## src/rtl/pe_pkg.sv

```systemverilog
// Shared definitions for the 3-term dot-product PE operand feeder:
// fill-state encoding, pair count and operand-pair layout.
package pe_pkg;

    typedef enum logic {
        FILL = 1'b0,
        HOLD = 1'b1
    } fstate_e;

    localparam int PE_PAIRS   = 3;
    localparam int PE_M_WIDTH = 8;

    typedef struct packed {
        logic [PE_M_WIDTH-1:0] a;
        logic [PE_M_WIDTH-1:0] b;
    } pe_pair_t;

    // Zero pairs a packet carries for a given number of real pairs (1..3).
    function automatic logic [1:0] pad_pairs(input logic [1:0] real_cnt);
        return 2'd3 - real_cnt;
    endfunction

endpackage

```

## src/rtl/pe3_feeder_outreg.sv

```systemverilog
// Registered six-operand output stage with valid/ready hold logic.
// Optional statistics counters are built only when FEEDER_STATS_EN is defined.
module pe3_feeder_outreg
    import pe_pkg::*;
#(
    parameter int M_WIDTH   = 8,
    parameter int CNT_WIDTH = 16
) (
    input  logic                             clk,
    input  logic                             rst_n,
    input  logic                             load,
    input  logic [2*PE_PAIRS*M_WIDTH-1:0]    load_data,
    input  logic [1:0]                       load_cnt,
    input  logic                             out_ready,
    output logic                             out_free,
    output logic                             out_valid,
    output logic [M_WIDTH-1:0]               out00,
    output logic [M_WIDTH-1:0]               out01,
    output logic [M_WIDTH-1:0]               out10,
    output logic [M_WIDTH-1:0]               out11,
    output logic [M_WIDTH-1:0]               out20,
    output logic [M_WIDTH-1:0]               out21,
    output logic [1:0]                       out_cnt
`ifdef FEEDER_STATS_EN
    ,
    output logic [CNT_WIDTH-1:0]             grp_cnt,
    output logic [CNT_WIDTH-1:0]             pad_cnt
`endif
);

    if (CNT_WIDTH < 1) begin : g_cnt_width_check
        $error("CNT_WIDTH must be at least 1");
    end

    assign out_free = !out_valid || out_ready;

    // Output registers: load a new packet or retire the current one.
    always_ff @(posedge clk or negedge rst_n) begin
        if (!rst_n) begin
            out_valid <= 1'b0;
            out00     <= '0;
            out01     <= '0;
            out10     <= '0;
            out11     <= '0;
            out20     <= '0;
            out21     <= '0;
            out_cnt   <= 2'd0;
        end else if (load) begin
            out_valid <= 1'b1;
            out00     <= load_data[0*M_WIDTH +: M_WIDTH];
            out01     <= load_data[1*M_WIDTH +: M_WIDTH];
            out10     <= load_data[2*M_WIDTH +: M_WIDTH];
            out11     <= load_data[3*M_WIDTH +: M_WIDTH];
            out20     <= load_data[4*M_WIDTH +: M_WIDTH];
            out21     <= load_data[5*M_WIDTH +: M_WIDTH];
            out_cnt   <= load_cnt;
        end else if (out_valid && out_ready) begin
            out_valid <= 1'b0;
        end
    end

`ifdef FEEDER_STATS_EN
    // Group and padding statistics, counted on each completed output handshake.
    always_ff @(posedge clk or negedge rst_n) begin
        if (!rst_n) begin
            grp_cnt <= '0;
            pad_cnt <= '0;
        end else if (out_valid && out_ready) begin
            grp_cnt <= grp_cnt + CNT_WIDTH'(1);
            pad_cnt <= pad_cnt + CNT_WIDTH'(pad_pairs(out_cnt));
        end
    end
`endif

endmodule

```

## src/rtl/pe3_feeder.sv

```systemverilog
// Serial-to-parallel operand packer: three a/b pairs per packet, zero-padded
// on in_last. Statistics ports exist only when FEEDER_STATS_EN is defined.
module pe3_feeder
    import pe_pkg::*;
#(
    parameter int M_WIDTH   = 8,
    parameter int CNT_WIDTH = 16
) (
    input  logic                 clk,
    input  logic                 rst_n,
    input  logic                 in_valid,
    output logic                 in_ready,
    input  logic [M_WIDTH-1:0]   in_a,
    input  logic [M_WIDTH-1:0]   in_b,
    input  logic                 in_last,
    output logic                 out_valid,
    input  logic                 out_ready,
    output logic [M_WIDTH-1:0]   out00,
    output logic [M_WIDTH-1:0]   out01,
    output logic [M_WIDTH-1:0]   out10,
    output logic [M_WIDTH-1:0]   out11,
    output logic [M_WIDTH-1:0]   out20,
    output logic [M_WIDTH-1:0]   out21,
    output logic [1:0]           out_cnt
`ifdef FEEDER_STATS_EN
    ,
    output logic [CNT_WIDTH-1:0] grp_cnt,
    output logic [CNT_WIDTH-1:0] pad_cnt
`endif
);

    fstate_e                          state_r;
    fstate_e                          next_state_s;
    logic [1:0]                       slot_r;
    logic [1:0]                       pend_cnt_r;
    logic [M_WIDTH-1:0]               fill_a_r [PE_PAIRS];
    logic [M_WIDTH-1:0]               fill_b_r [PE_PAIRS];
    logic                             accept_s;
    logic                             close_s;
    logic                             load_s;
    logic                             out_free_s;
    logic [2*PE_PAIRS*M_WIDTH-1:0]    load_data_s;

    assign in_ready = (state_r == FILL);
    assign accept_s = in_valid && (state_r == FILL);
    assign close_s  = in_last || (slot_r == 2'd2);
    assign load_s   = (state_r == HOLD) && out_free_s;

    // Next-state logic: close a group into HOLD, release HOLD once the output frees.
    always_comb begin
        next_state_s = state_r;
        case (state_r)
            FILL: begin
                if (accept_s && close_s) begin
                    next_state_s = HOLD;
                end else begin
                    next_state_s = FILL;
                end
            end
            HOLD: begin
                if (out_free_s) begin
                    next_state_s = FILL;
                end else begin
                    next_state_s = HOLD;
                end
            end
            default: next_state_s = FILL;
        endcase
    end

    // Flatten the fill buffer as {b2,a2,b1,a1,b0,a0} for the output stage.
    always_comb begin
        load_data_s = '0;
        for (int i = 0; i < PE_PAIRS; i++) begin
            load_data_s[(2*i)*M_WIDTH   +: M_WIDTH] = fill_a_r[i];
            load_data_s[(2*i+1)*M_WIDTH +: M_WIDTH] = fill_b_r[i];
        end
    end

    // State, slot pointer and fill buffer; slots past an early close are zeroed.
    always_ff @(posedge clk or negedge rst_n) begin
        if (!rst_n) begin
            state_r    <= FILL;
            slot_r     <= 2'd0;
            pend_cnt_r <= 2'd0;
            for (int i = 0; i < PE_PAIRS; i++) begin
                fill_a_r[i] <= '0;
                fill_b_r[i] <= '0;
            end
        end else begin
            state_r <= next_state_s;
            if (accept_s) begin
                for (int i = 0; i < PE_PAIRS; i++) begin
                    if (2'(i) == slot_r) begin
                        fill_a_r[i] <= in_a;
                        fill_b_r[i] <= in_b;
                    end else if (close_s && (2'(i) > slot_r)) begin
                        fill_a_r[i] <= '0;
                        fill_b_r[i] <= '0;
                    end
                end
                if (close_s) begin
                    slot_r     <= 2'd0;
                    pend_cnt_r <= slot_r + 2'd1;
                end else begin
                    slot_r <= slot_r + 2'd1;
                end
            end else if (load_s) begin
                for (int i = 0; i < PE_PAIRS; i++) begin
                    fill_a_r[i] <= '0;
                    fill_b_r[i] <= '0;
                end
            end
        end
    end

    pe3_feeder_outreg #(
        .M_WIDTH   (M_WIDTH),
        .CNT_WIDTH (CNT_WIDTH)
    ) u_outreg (
        .clk       (clk),
        .rst_n     (rst_n),
        .load      (load_s),
        .load_data (load_data_s),
        .load_cnt  (pend_cnt_r),
        .out_ready (out_ready),
        .out_free  (out_free_s),
        .out_valid (out_valid),
        .out00     (out00),
        .out01     (out01),
        .out10     (out10),
        .out11     (out11),
        .out20     (out20),
        .out21     (out21),
        .out_cnt   (out_cnt)
`ifdef FEEDER_STATS_EN
        ,
        .grp_cnt   (grp_cnt),
        .pad_cnt   (pad_cnt)
`endif
    );

endmodule

```

## config.mk

```make
export PLATFORM = sky130hd
export DESIGN_NAME = pe3_feeder
export DESIGN_NICKNAME = d
export VERILOG_FILES = /design/src/rtl/pe_pkg.sv /design/src/rtl/pe3_feeder_outreg.sv /design/src/rtl/pe3_feeder.sv
export SDC_FILE = /design/constraint.sdc
export NUM_CORES = 1
export LEC_CHECK = 0
export ABC_AREA = 1
export CORE_ASPECT_RATIO = 0.9
export CORE_MARGIN = 2
export CORE_UTILIZATION = 52
export DETAILED_ROUTE_END_ITERATION = 8
export GPL_ROUTABILITY_DRIVEN = 0
export PLACE_DENSITY = 0.76
export REMOVE_ABC_BUFFERS = 1
export SYNTH_ARGS = -nofsm -noshare
export SYNTH_HDL_FRONTEND = slang
export SYNTH_SLANG_ARGS = --single-unit
```

## constraint.sdc

```tcl
create_clock -name clk -period 1.6 [get_ports clk]
set_input_delay 0.32 -clock clk [delete_from_list [all_inputs] [get_ports clk]]
set_output_delay 0.32 -clock clk [all_outputs]
set_load 0.005 [all_outputs]
```

==> impl_metrics.env <==
export IMPL_synth_edff_count=0
export IMPL_detail_route_antenna_nets=0
export IMPL_max_slew_margin_rel_pct=63.6
export IMPL_h_tree_depth=3
export IMPL_critPathRequiredTime_ps=1280
export IMPL_finalHoldViolCount=12
export IMPL_die_area_um2=8840
export IMPL_hp_class="in2async"
export IMPL_placementRows=31
export IMPL_cp_max_fo=2
export IMPL_post_route_util_pct=67.9
export IMPL_yosysTopAreaCell="dfrtp_1"
export IMPL_drc=0
export IMPL_finalSetupViolations=0
export IMPL_p_per_area_nw_per_um2=1670
export IMPL_final_fill_count=614
export IMPL_netlist_area_um2=4210
export IMPL_crit_chain="clkdlybuf4s50_1"
export IMPL_vias_per_cell=5.18
export IMPL_async_flop_share_pct=100
export IMPL_grt_pass1_vias=3286
export IMPL_antenna_found_initial=0
export IMPL_die_y_um=89.4
export IMPL_die_w_um=98.9
export IMPL_drt_initial_drc_count=162
export IMPL_path_class="reg2out"
export IMPL_cts_root_buffer="clkbuf_8"
export IMPL_final_layout_size_suffix_gt1_share_pct=11.6
export IMPL_yosysUniqueCellTypes=21
export IMPL_synth_most_common_cell="nand2_1"
export IMPL_num_io_pins=73
export IMPL_cts_buffers=9
export IMPL_synth_seq_area_share_pct=61.8
export IMPL_fin_skew_ps=12.0
export IMPL_gr_total_overflow=0
export IMPL_synth_seq_cells=104
export IMPL_period_needed_ps=1570
export IMPL_port_buffers=72
export IMPL_syn_area_per_cell_um2=9.40
export IMPL_start_kind="register"
export IMPL_clock_latency_ps=360
export IMPL_slowest_stage="clkdlybuf4s50_1"
export IMPL_timing_fmax_mhz=636
export IMPL_dp_hpwl_um=6260
export IMPL_yosys_top_cells_area="dfrtp_1, nand2_1, nand3_1"
export IMPL_maxCapViolCount=0
export IMPL_area_growth_synth_to_final_pct=28.2
export IMPL_critical_path_max_stage_delay_ps=510
export IMPL_power_total_mw=9.01
export IMPL_fin_cells=634
export IMPL_synth_common_cells="nand2_1, dfrtp_1, nand3_1"
export IMPL_vdd_ir_drop_max_uv=794
export IMPL_r2r_start="slot_r[0]"
export IMPL_clock_sinks=104
export IMPL_avgRoutedWirePerCell_um=14.7
export IMPL_hold_buffers=0
export IMPL_fin_crit_sh_pct=98.3
export IMPL_grt_max_degree=105
export IMPL_nets=556
export IMPL_violations="hold timing"
export IMPL_start_util_pct=53.0
export IMPL_clock_path_buffers=2
export IMPL_core_area_um2=7950
export IMPL_worst_pin_slew_ps=546
export IMPL_synth_cells=448
export IMPL_fin_hold_ws_ps=-25.4
export IMPL_synthFlopType="dfrtp_1"
export IMPL_grt_use_total_pct=22.4
export IMPL_crit_arrival_ps=1250
export IMPL_synth_top_area_share_pct=61.8
export IMPL_drtPass1Iterations=4
export IMPL_status="finished, violations left"
export IMPL_clkTransAtPathRegs_ps=100
export IMPL_p_leak_nw=2.81
export IMPL_finalMaxSlewViolations=0
export IMPL_cp_end_kind="output pin"
export IMPL_placedCellCount=613
export IMPL_crit_buf_inv=1
export IMPL_grt_pass1_wl_um=15700
export IMPL_crit_family="buffers and inverters"
export IMPL_tritoncts="yes"
export IMPL_ys_warn_count=0
export IMPL_num_vias=3284
export IMPL_crit_start="u_outreg.out21[5]"
export IMPL_diodes=0
export IMPL_drt_wl_total_um=9330
[cell type report]
class	count	area, um2	share of cell area [%]
clock buffers	12	145	2.69
inverters	25	101	1.88
repair buffers	96	1010	18.7
well taps	99	124	2.29
clock inverters	4	52.6	0.974
multi-input cells	294	1360	25.3
flip-flops and latches	104	2600	48.2
[flip-flops by register name, indices dropped and copies added (netlist names), 8 cells and up]
name,cells
u_outreg.out21,8
u_outreg.out10,8
u_outreg.out11,8
fill_a_r,24
u_outreg.out00,8
u_outreg.out01,8
u_outreg.out20,8
fill_b_r,24
[worst paths after layout]
kind	endpoint	slack [ps]	depth (start not counted)
min in group clk	u_outreg.out20[7]	470	2
min reg2reg	u_outreg.out20[7]	470	2
max reg2reg	fill_a_r[9]	170	10
min	u_outreg.out01[7]	-30	2
max in group asynchronous	u_outreg.out00[2]	1190	2
max	out21[5]	30	1
[what timing repair did]
| item | 4_1_cts | 5_1_grt |
|---|---|---|
| buffers inserted | 2 | 3 |
| gates resized for setup | 2 | 5 |
| setup endpoints to repair | 2 | 15 |
[power breakdown]
part / switching [mW] / internal, mW / total, mW
Clock: 0.868 / 0.775 / 1.64
Combinational: 1.72 / 1.64 / 3.37
Sequential: 0.466 / 3.54 / 4.01
[per-stage QoR]
stage               worst slack (ps)  TNS [ps]  instance area [um2]
floorplan                       -740    -52590                 4070
global placement                35.2         0                 5150
detailed placement             -31.3     -95.2                 5150
CTS                             24.3         0                 5370
global route                   -1.01     -1.01                 5400
finish                          27.7         0                 5400
[cell usage in the layout, fill, tap and decap left out, drive strengths merged]
| master | n |
|---|---|
| clkinv | 2 |
| nand3 | 68 |
| ha | 5 |
| clkbuf | 12 |
| nor2 | 4 |
| dfrtp | 104 |
| a21oi | 1 |
| buf | 25 |
| o21ai | 35 |
| dlygate4sd2 | 1 |
| clkdlybuf4s50 | 66 |
| inv | 26 |
| bufinv | 1 |
| o22ai | 1 |
| dlymetal6s2s | 4 |
| nand2 | 180 |
[kinds of logic (layout without fill, tap and decap cells)]
family                     Yosys count  after routing  synth area share, %
AOI/OAI and AO/OA                   37             37                 5.32
adders and majority gates            5              5                 1.49
buffers and inverters               50            137                 5.82
DFF                                104            104                 61.8
and+or+nand+nor                    252            252                 25.6
[per-layer routing]
layer / global-route usage (%) / routed length (um) / vias to the layer above
met1: 30.8 / 3970 / 1593
met4: 7.47 / 115 / 0
met2: 37.8 / 4720 / 92
met5: 0 / 0 / -
li1: - / - / 1585
met3: 2.89 / 522 / 14
No activity file was read; power rests on OpenSTA's default activity.
